<file path="config.mk">
export PLATFORM = sky130hd
export DESIGN_NAME = sram_access_ctrl
export DESIGN_NICKNAME = d
export VERILOG_FILES = /design/src/rtl/sram_ctrl_pkg.sv /design/src/rtl/sram_row_decoder.sv /design/src/rtl/sram_access_ctrl.sv
export SDC_FILE = /design/constraint.sdc
export NUM_CORES = 1
export LEC_CHECK = 0
export ABC_AREA = 1
export BUFFER_PORTS_ARGS = -buffer_cell sky130_fd_sc_hd__buf_4
export CORE_MARGIN = 2
export CORE_UTILIZATION = 47
export DETAILED_ROUTE_END_ITERATION = 8
export PLACE_DENSITY_LB_ADDON = 0.12
export RECOVER_POWER = 25
export SETUP_SLACK_MARGIN = 0.15
export SYNTH_ARGS = -nofsm -noshare
export SYNTH_HDL_FRONTEND = slang
export SYNTH_HIERARCHICAL = 1
export SYNTH_SLANG_ARGS = --single-unit
</file>
<file path="constraint.sdc">
create_clock -name clk -period 1.7 [get_ports clk]
set_clock_uncertainty 0.1 [all_clocks]
set_input_delay 0.425 -clock clk [delete_from_list [all_inputs] [get_ports clk]]
set_output_delay 0.425 -clock clk [all_outputs]
set_load 0.005 [all_outputs]
</file>
<file path="src/rtl/sram_ctrl_pkg.sv">
// Shared definitions for the SRAM access controller.
//   state_t   : controller sequencing states
//   DEF_*     : default geometry and timing values
//   cnt_width : width of the phase down-counter for a given timing set
package sram_ctrl_pkg;

    typedef enum logic [2:0] {
        IDLE,
        PRE,
        ACCESS,
        SENSE,
        RECOVER
    } state_t;

    localparam int DEF_ADDR_W  = 7;
    localparam int DEF_ROWS    = 128;
    localparam int DEF_WIDTH   = 32;
    localparam int DEF_T_PRE   = 1;
    localparam int DEF_T_WL    = 2;
    localparam int DEF_T_SENSE = 1;

    // The counter only has to hold (longest phase - 1); keep at least one bit
    // so the register exists even when every phase is a single cycle.
    function automatic int cnt_width(input int t_pre, input int t_wl, input int t_sense);
        int m;
        m = t_pre;
        if (t_wl > m) m = t_wl;
        if (t_sense > m) m = t_sense;
        return (m < 2) ? 1 : $clog2(m);
    endfunction

endpackage

</file>
<file path="src/rtl/sram_row_decoder.sv">
// Row address to one-hot wordline decoder (combinational).
//   addr   : row address
//   en     : decode enable; all outputs low when 0
//   row_oh : one-hot row select, all zeros when disabled or addr >= ROWS
module sram_row_decoder
    import sram_ctrl_pkg::*;
#(
    parameter int ADDR_W = DEF_ADDR_W,
    parameter int ROWS   = DEF_ROWS
) (
    input  logic [ADDR_W-1:0] addr,
    input  logic              en,
    output logic [ROWS-1:0]   row_oh
);

    // Comparing against every implemented row makes out-of-range addresses
    // fall out naturally as an all-zero vector.
    always_comb begin
        row_oh = '0;
        for (int r = 0; r < ROWS; r++) begin
            row_oh[r] = en && (addr == ADDR_W'(r));
        end
    end

endmodule

</file>
<file path="src/rtl/sram_access_ctrl.sv">
// Wordline / bitline timing controller in front of a 6T SRAM array.
// Accepts one read or write at a time over valid/ready and sequences
// precharge, wordline, write drivers and sense amps; read data is captured
// from the sense amps into a registered response.
//   clk, rst_n               : clock, synchronous active-low reset
//   req_valid/req_ready      : request handshake (req_ready registered)
//   req_we/req_addr/req_wdata: request fields
//   rsp_valid/rsp_rdata      : single-cycle read response, data held
//   wl, pre_n, write_en, sense_en, wdrv_en, wdrv_data : array controls
//   sa_out                   : sense-amp outputs
//
// state   | meaning
// --------+-------------------------------------------------------------
// IDLE    | bitlines precharging, wordlines low, ready for a request
// PRE     | precharge for T_PRE cycles after accept
// ACCESS  | wordline high for T_WL cycles; write drivers on for writes
// SENSE   | read only: wordline held, sense amps on for T_SENSE cycles
// RECOVER | wordline and enables low, precharge off, one cycle
module sram_access_ctrl
    import sram_ctrl_pkg::*;
#(
    parameter int ADDR_W  = DEF_ADDR_W,
    parameter int ROWS    = DEF_ROWS,
    parameter int WIDTH   = DEF_WIDTH,
    parameter int T_PRE   = DEF_T_PRE,
    parameter int T_WL    = DEF_T_WL,
    parameter int T_SENSE = DEF_T_SENSE
) (
    input  logic              clk,
    input  logic              rst_n,
    input  logic              req_valid,
    output logic              req_ready,
    input  logic              req_we,
    input  logic [ADDR_W-1:0] req_addr,
    input  logic [WIDTH-1:0]  req_wdata,
    output logic              rsp_valid,
    output logic [WIDTH-1:0]  rsp_rdata,
    output logic [ROWS-1:0]   wl,
    output logic              pre_n,
    output logic              write_en,
    output logic              sense_en,
    output logic              wdrv_en,
    output logic [WIDTH-1:0]  wdrv_data,
    input  logic [WIDTH-1:0]  sa_out
);

    localparam int CNT_W = cnt_width(T_PRE, T_WL, T_SENSE);
    localparam logic [CNT_W-1:0] PRE_LD   = CNT_W'(T_PRE - 1);
    localparam logic [CNT_W-1:0] WL_LD    = CNT_W'(T_WL - 1);
    localparam logic [CNT_W-1:0] SENSE_LD = CNT_W'(T_SENSE - 1);
    localparam logic [CNT_W-1:0] CNT_ONE  = CNT_W'(1);

    state_t             state_q;
    logic [CNT_W-1:0]   cnt_q;
    logic               we_q;
    logic [ADDR_W-1:0]  addr_q;
    logic [WIDTH-1:0]   wdata_q;
    logic               req_ready_q;
    logic               rsp_valid_q;
    logic [WIDTH-1:0]   rsp_rdata_q;
    logic [ROWS-1:0]    wl_q;
    logic               pre_n_q;
    logic               write_en_q;
    logic               sense_en_q;
    logic               wdrv_en_q;
    logic [WIDTH-1:0]   wdrv_data_q;
    logic [ROWS-1:0]    wl_d;

    // Decoded row is only consumed on the PRE -> ACCESS edge.
    sram_row_decoder #(
        .ADDR_W (ADDR_W),
        .ROWS   (ROWS)
    ) u_row_decoder (
        .addr   (addr_q),
        .en     (state_q == PRE),
        .row_oh (wl_d)
    );

    always_ff @(posedge clk) begin
        if (!rst_n) begin
            state_q     <= IDLE;
            cnt_q       <= '0;
            we_q        <= 1'b0;
            addr_q      <= '0;
            wdata_q     <= '0;
            req_ready_q <= 1'b0;
            rsp_valid_q <= 1'b0;
            rsp_rdata_q <= '0;
            wl_q        <= '0;
            pre_n_q     <= 1'b0;
            write_en_q  <= 1'b0;
            sense_en_q  <= 1'b0;
            wdrv_en_q   <= 1'b0;
            wdrv_data_q <= '0;
        end else begin
            rsp_valid_q <= 1'b0;
            case (state_q)
                IDLE: begin
                    if (req_valid && req_ready_q) begin
                        we_q        <= req_we;
                        addr_q      <= req_addr;
                        wdata_q     <= req_wdata;
                        req_ready_q <= 1'b0;
                        cnt_q       <= PRE_LD;
                        state_q     <= PRE;
                    end else begin
                        req_ready_q <= 1'b1;
                    end
                end
                PRE: begin
                    if (cnt_q == '0) begin
                        pre_n_q     <= 1'b1;
                        wl_q        <= wl_d;
                        write_en_q  <= we_q;
                        wdrv_en_q   <= we_q;
                        wdrv_data_q <= we_q ? wdata_q : '0;
                        cnt_q       <= WL_LD;
                        state_q     <= ACCESS;
                    end else begin
                        cnt_q <= cnt_q - CNT_ONE;
                    end
                end
                ACCESS: begin
                    if (cnt_q == '0) begin
                        write_en_q  <= 1'b0;
                        wdrv_en_q   <= 1'b0;
                        wdrv_data_q <= '0;
                        if (we_q) begin
                            wl_q    <= '0;
                            state_q <= RECOVER;
                        end else begin
                            sense_en_q <= 1'b1;
                            cnt_q      <= SENSE_LD;
                            state_q    <= SENSE;
                        end
                    end else begin
                        cnt_q <= cnt_q - CNT_ONE;
                    end
                end
                SENSE: begin
                    if (cnt_q == '0) begin
                        // With no wordline raised the sense amps resolve noise,
                        // so out-of-range reads return zero instead.
                        rsp_rdata_q <= (|wl_q) ? sa_out : '0;
                        rsp_valid_q <= 1'b1;
                        sense_en_q  <= 1'b0;
                        wl_q        <= '0;
                        state_q     <= RECOVER;
                    end else begin
                        cnt_q <= cnt_q - CNT_ONE;
                    end
                end
                RECOVER: begin
                    pre_n_q     <= 1'b0;
                    req_ready_q <= 1'b1;
                    cnt_q       <= '0;
                    state_q     <= IDLE;
                end
                default: begin
                    state_q <= IDLE;
                end
            endcase
        end
    end

    assign req_ready = req_ready_q;
    assign rsp_valid = rsp_valid_q;
    assign rsp_rdata = rsp_rdata_q;
    assign wl        = wl_q;
    assign pre_n     = pre_n_q;
    assign write_en  = write_en_q;
    assign sense_en  = sense_en_q;
    assign wdrv_en   = wdrv_en_q;
    assign wdrv_data = wdrv_data_q;

endmodule

</file>
==> results.sh <==
export IMPL_design_area_sq_um=16300
export IMPL_crit_required_ns=2.02
export IMPL_power_density_nw_per_um2=1010
export IMPL_gp_congestion=0.880
export IMPL_period_minus_slack_ns=1.76
export IMPL_ys_ff_latch=241
export IMPL_r2r_slack_ns=-0.06
export IMPL_syn2layout_area_growth_pct=65.0
export IMPL_synth_top_family_by_area="simple AND/OR/NAND/NOR gates"
export IMPL_drtIter0Drc=863
export IMPL_fin_ws_ns=-0.0620
export IMPL_die_area_sq_um=22200
export IMPL_clkSlewWorstSetupHoldPaths_ns=0.06
export IMPL_fin_nets=1849
export IMPL_syn_area_per_cell_sq_um=7.07
export IMPL_synth_cells=1394
export IMPL_placed_area_sq_um=12600
export IMPL_place_ws_ns=-0.105
export IMPL_dr_pass1_iters=5
export IMPL_synth_fa_ha_area_share_pct=0
export IMPL_tightest_slew_ns=0.487
export IMPL_synth_async_sr_flop_share_pct=0
export IMPL_cts_sinks=241
export IMPL_setup_viol_count_final=32
export IMPL_netlist_area_leader_share_pct=48.9
export IMPL_syn_nets=1469
export IMPL_netlist_area_sq_um=9860
export IMPL_antenna_left=0
export IMPL_hold_viol=0
export IMPL_cts_made_buffers=26
export IMPL_cp_end_kind="register"
export IMPL_rows=52
export IMPL_synthMuxAreaShare_pct=0
export IMPL_fmax_ghz=0.568
export IMPL_yosysWarnings=6
export IMPL_core_sq_um=20400
export IMPL_dieHeight_um=149
export IMPL_clockBufferDepth=3
export IMPL_start_kind="register"
export IMPL_viasPerCell=5.51
export IMPL_place_hpwl_um=21000
export IMPL_crit_fanout=8
export IMPL_grt_pass1_vias=10000
export IMPL_critical_path_arrival_ns=2.08
export IMPL_fillers=1378
export IMPL_cts_tree="done"
export IMPL_io_buffer_count=272
export IMPL_fin_crit_sh_pct=104
export IMPL_rsz0062_at_grt="true"
export IMPL_yosys_top_cells_area="dfxtp_1, nand2_1, nor2_1"
export IMPL_clk_latency_ns=0.54
export IMPL_overflow=0
export IMPL_synth_area_leader_cell="dfxtp_1"
export IMPL_synth_main_ff_cell="dfxtp_1"
export IMPL_power_total_w=0.0165
export IMPL_yosysMostFrequentCell="nand2_1"
export IMPL_p_leak_nw=6.58
export IMPL_synth_simple_area_share_pct=28.5
export IMPL_track_usage_pct=29.2
export IMPL_initial_core_util_pct=48.3
export IMPL_cts_root_buf="clkbuf_16"
export IMPL_drc=0
export IMPL_slew_headroom_pct=67.3
export IMPL_synth_compound_area_share_pct=16.3
export IMPL_cap_viol_max_count=0
export IMPL_synth_edf_count=0
export IMPL_antenna_found_initial=0
export IMPL_io_pins=273
export IMPL_whs_ns=0.0194
export IMPL_status="finished, violations left"
export IMPL_grt_pass1_wl_um=52100
export IMPL_drt_wl_total_um=38600
export IMPL_hold_path_class="input pin to register"
export IMPL_setup_tns_ns=-0.705
export IMPL_ys_seq_area_share_pct=48.9
export IMPL_synth_commonest_cells="nand2_1, nor2_1, dfxtp_1, a21oi_1, o21ai_0"
export IMPL_path_class="register to register"
export IMPL_grt_start_max_net_pins=55
export IMPL_htreeDepth=1
export IMPL_layout_drive_gt1_share_pct=45.8
export IMPL_synth_xor_area_share_pct=0
export IMPL_ir_drop_v=0.00106
export IMPL_wl_per_cell_um=18.7
export IMPL_vias=11400
export IMPL_antenna_cells=0
export IMPL_synth_cell_type_count=23
export IMPL_final_max_slew_violation_count=0
export IMPL_violations="setup timing"
export IMPL_die_w_um=149
==> final timing paths <==
kind,endpoint,cells past startpoint,startpoint
worst max-delay path,rsp_rdata[28],9,wl[118]
worst min-delay path,wdata_q[28],3,req_wdata[28]
worst max register to register,rsp_rdata[28],9,wl[118]
worst min register to register,wdrv_data[24],2,wdata_q[24]
==> layout by cell type, fill, tap and decap left out, types with 10 or more instances in the layout <==
cell type and count:
a21oi_1 103, nand3_1 19, buf_16 15, nor2_4 12
nor2_1 276, nand2_4 70, buf_12 19, nor2_2 21
nand2_2 61, a21oi_2 97, o21ai_0 76, clkbuf_4 19
nand2_1 259, buf_6 23, clkbuf_16 42, dlygate4sd3_1 18
clkbuf_1 10, buf_4 318, dfxtp_2 44, o21ai_2 28
dfxtp_1 193, inv_1 12
==> through the flow <==
stage	instances	utilization, %
after CTS	2031	70.8
final	2061	79.6
after detailed placement	1937	61.8
after floorplan	1394	-
after global placement	1937	61.8
after global routing	2061	79.6
==> where the power goes <==
part	internal [W]	switching [W]	total (W)	leakage [nW]
Sequential	0.00589	0.000170	0.00606	1.97
Combinational	0.00220	0.00260	0.00480	4.18
Clock	0.00327	0.00235	0.00562	0.419
Total	0.0114	0.00511	0.0165	6.58
==> flip-flops by register name, indices dropped and copies added, names as in the netlist, 3 cells and up <==
register,flops
wdata_q,32
wdrv_data,32
wl,128
rsp_rdata,32
state_q,3
addr_q,7
==> final cells by class <==
type / count / area, sq um / share of cell area (%)
Clock buffer: 33 / 717 / 4.41
Clock inverter: 12 / 124 / 0.762
Inverter: 22 / 114 / 0.700
Multi-Input combinational cell: 1040 / 5750 / 35.4
Sequential cell: 241 / 4890 / 30.1
Tap cell: 270 / 338 / 2.08
Timing Repair Buffer: 443 / 4330 / 26.6
==> critical path, stage by stage (launching register included) <==
cell and delay, ns:
dfxtp_1 0.36, nor2_1 0.13, nand2_1 0.10, nor2_2 0.17, nand2_2 0.10, nor2_4 0.16
nand2_8 0.11, buf_12 0.17, o21ai_2 0.14, a21oi_1 0.10
==> layer usage <==
metal  track usage, %  vias to the layer above  part of all wire (%)
li1                 -                     5258                     -
met1             37.8                     5363                    38
met3             7.09                      122                   9.4
met4             8.43                        0                   3.8
met5                0                        -                     0
met2             48.7                      622                    48
==> repair_timing <==
item,4_1_cts,5_1_grt
hold endpoints to repair,18,0
gates cloned,13,22
resized for setup,119,402
buffers inserted,18,8
hold buffers,18,0
endpoints found under the setup margin,281,386
pin swaps,17,45
==> logic make-up after synthesis <==
group,after synthesis
compound gates,311
buf+inv,113
flops,241
simple gates,729
Note: power is estimated with default switching activity, not from simulation.
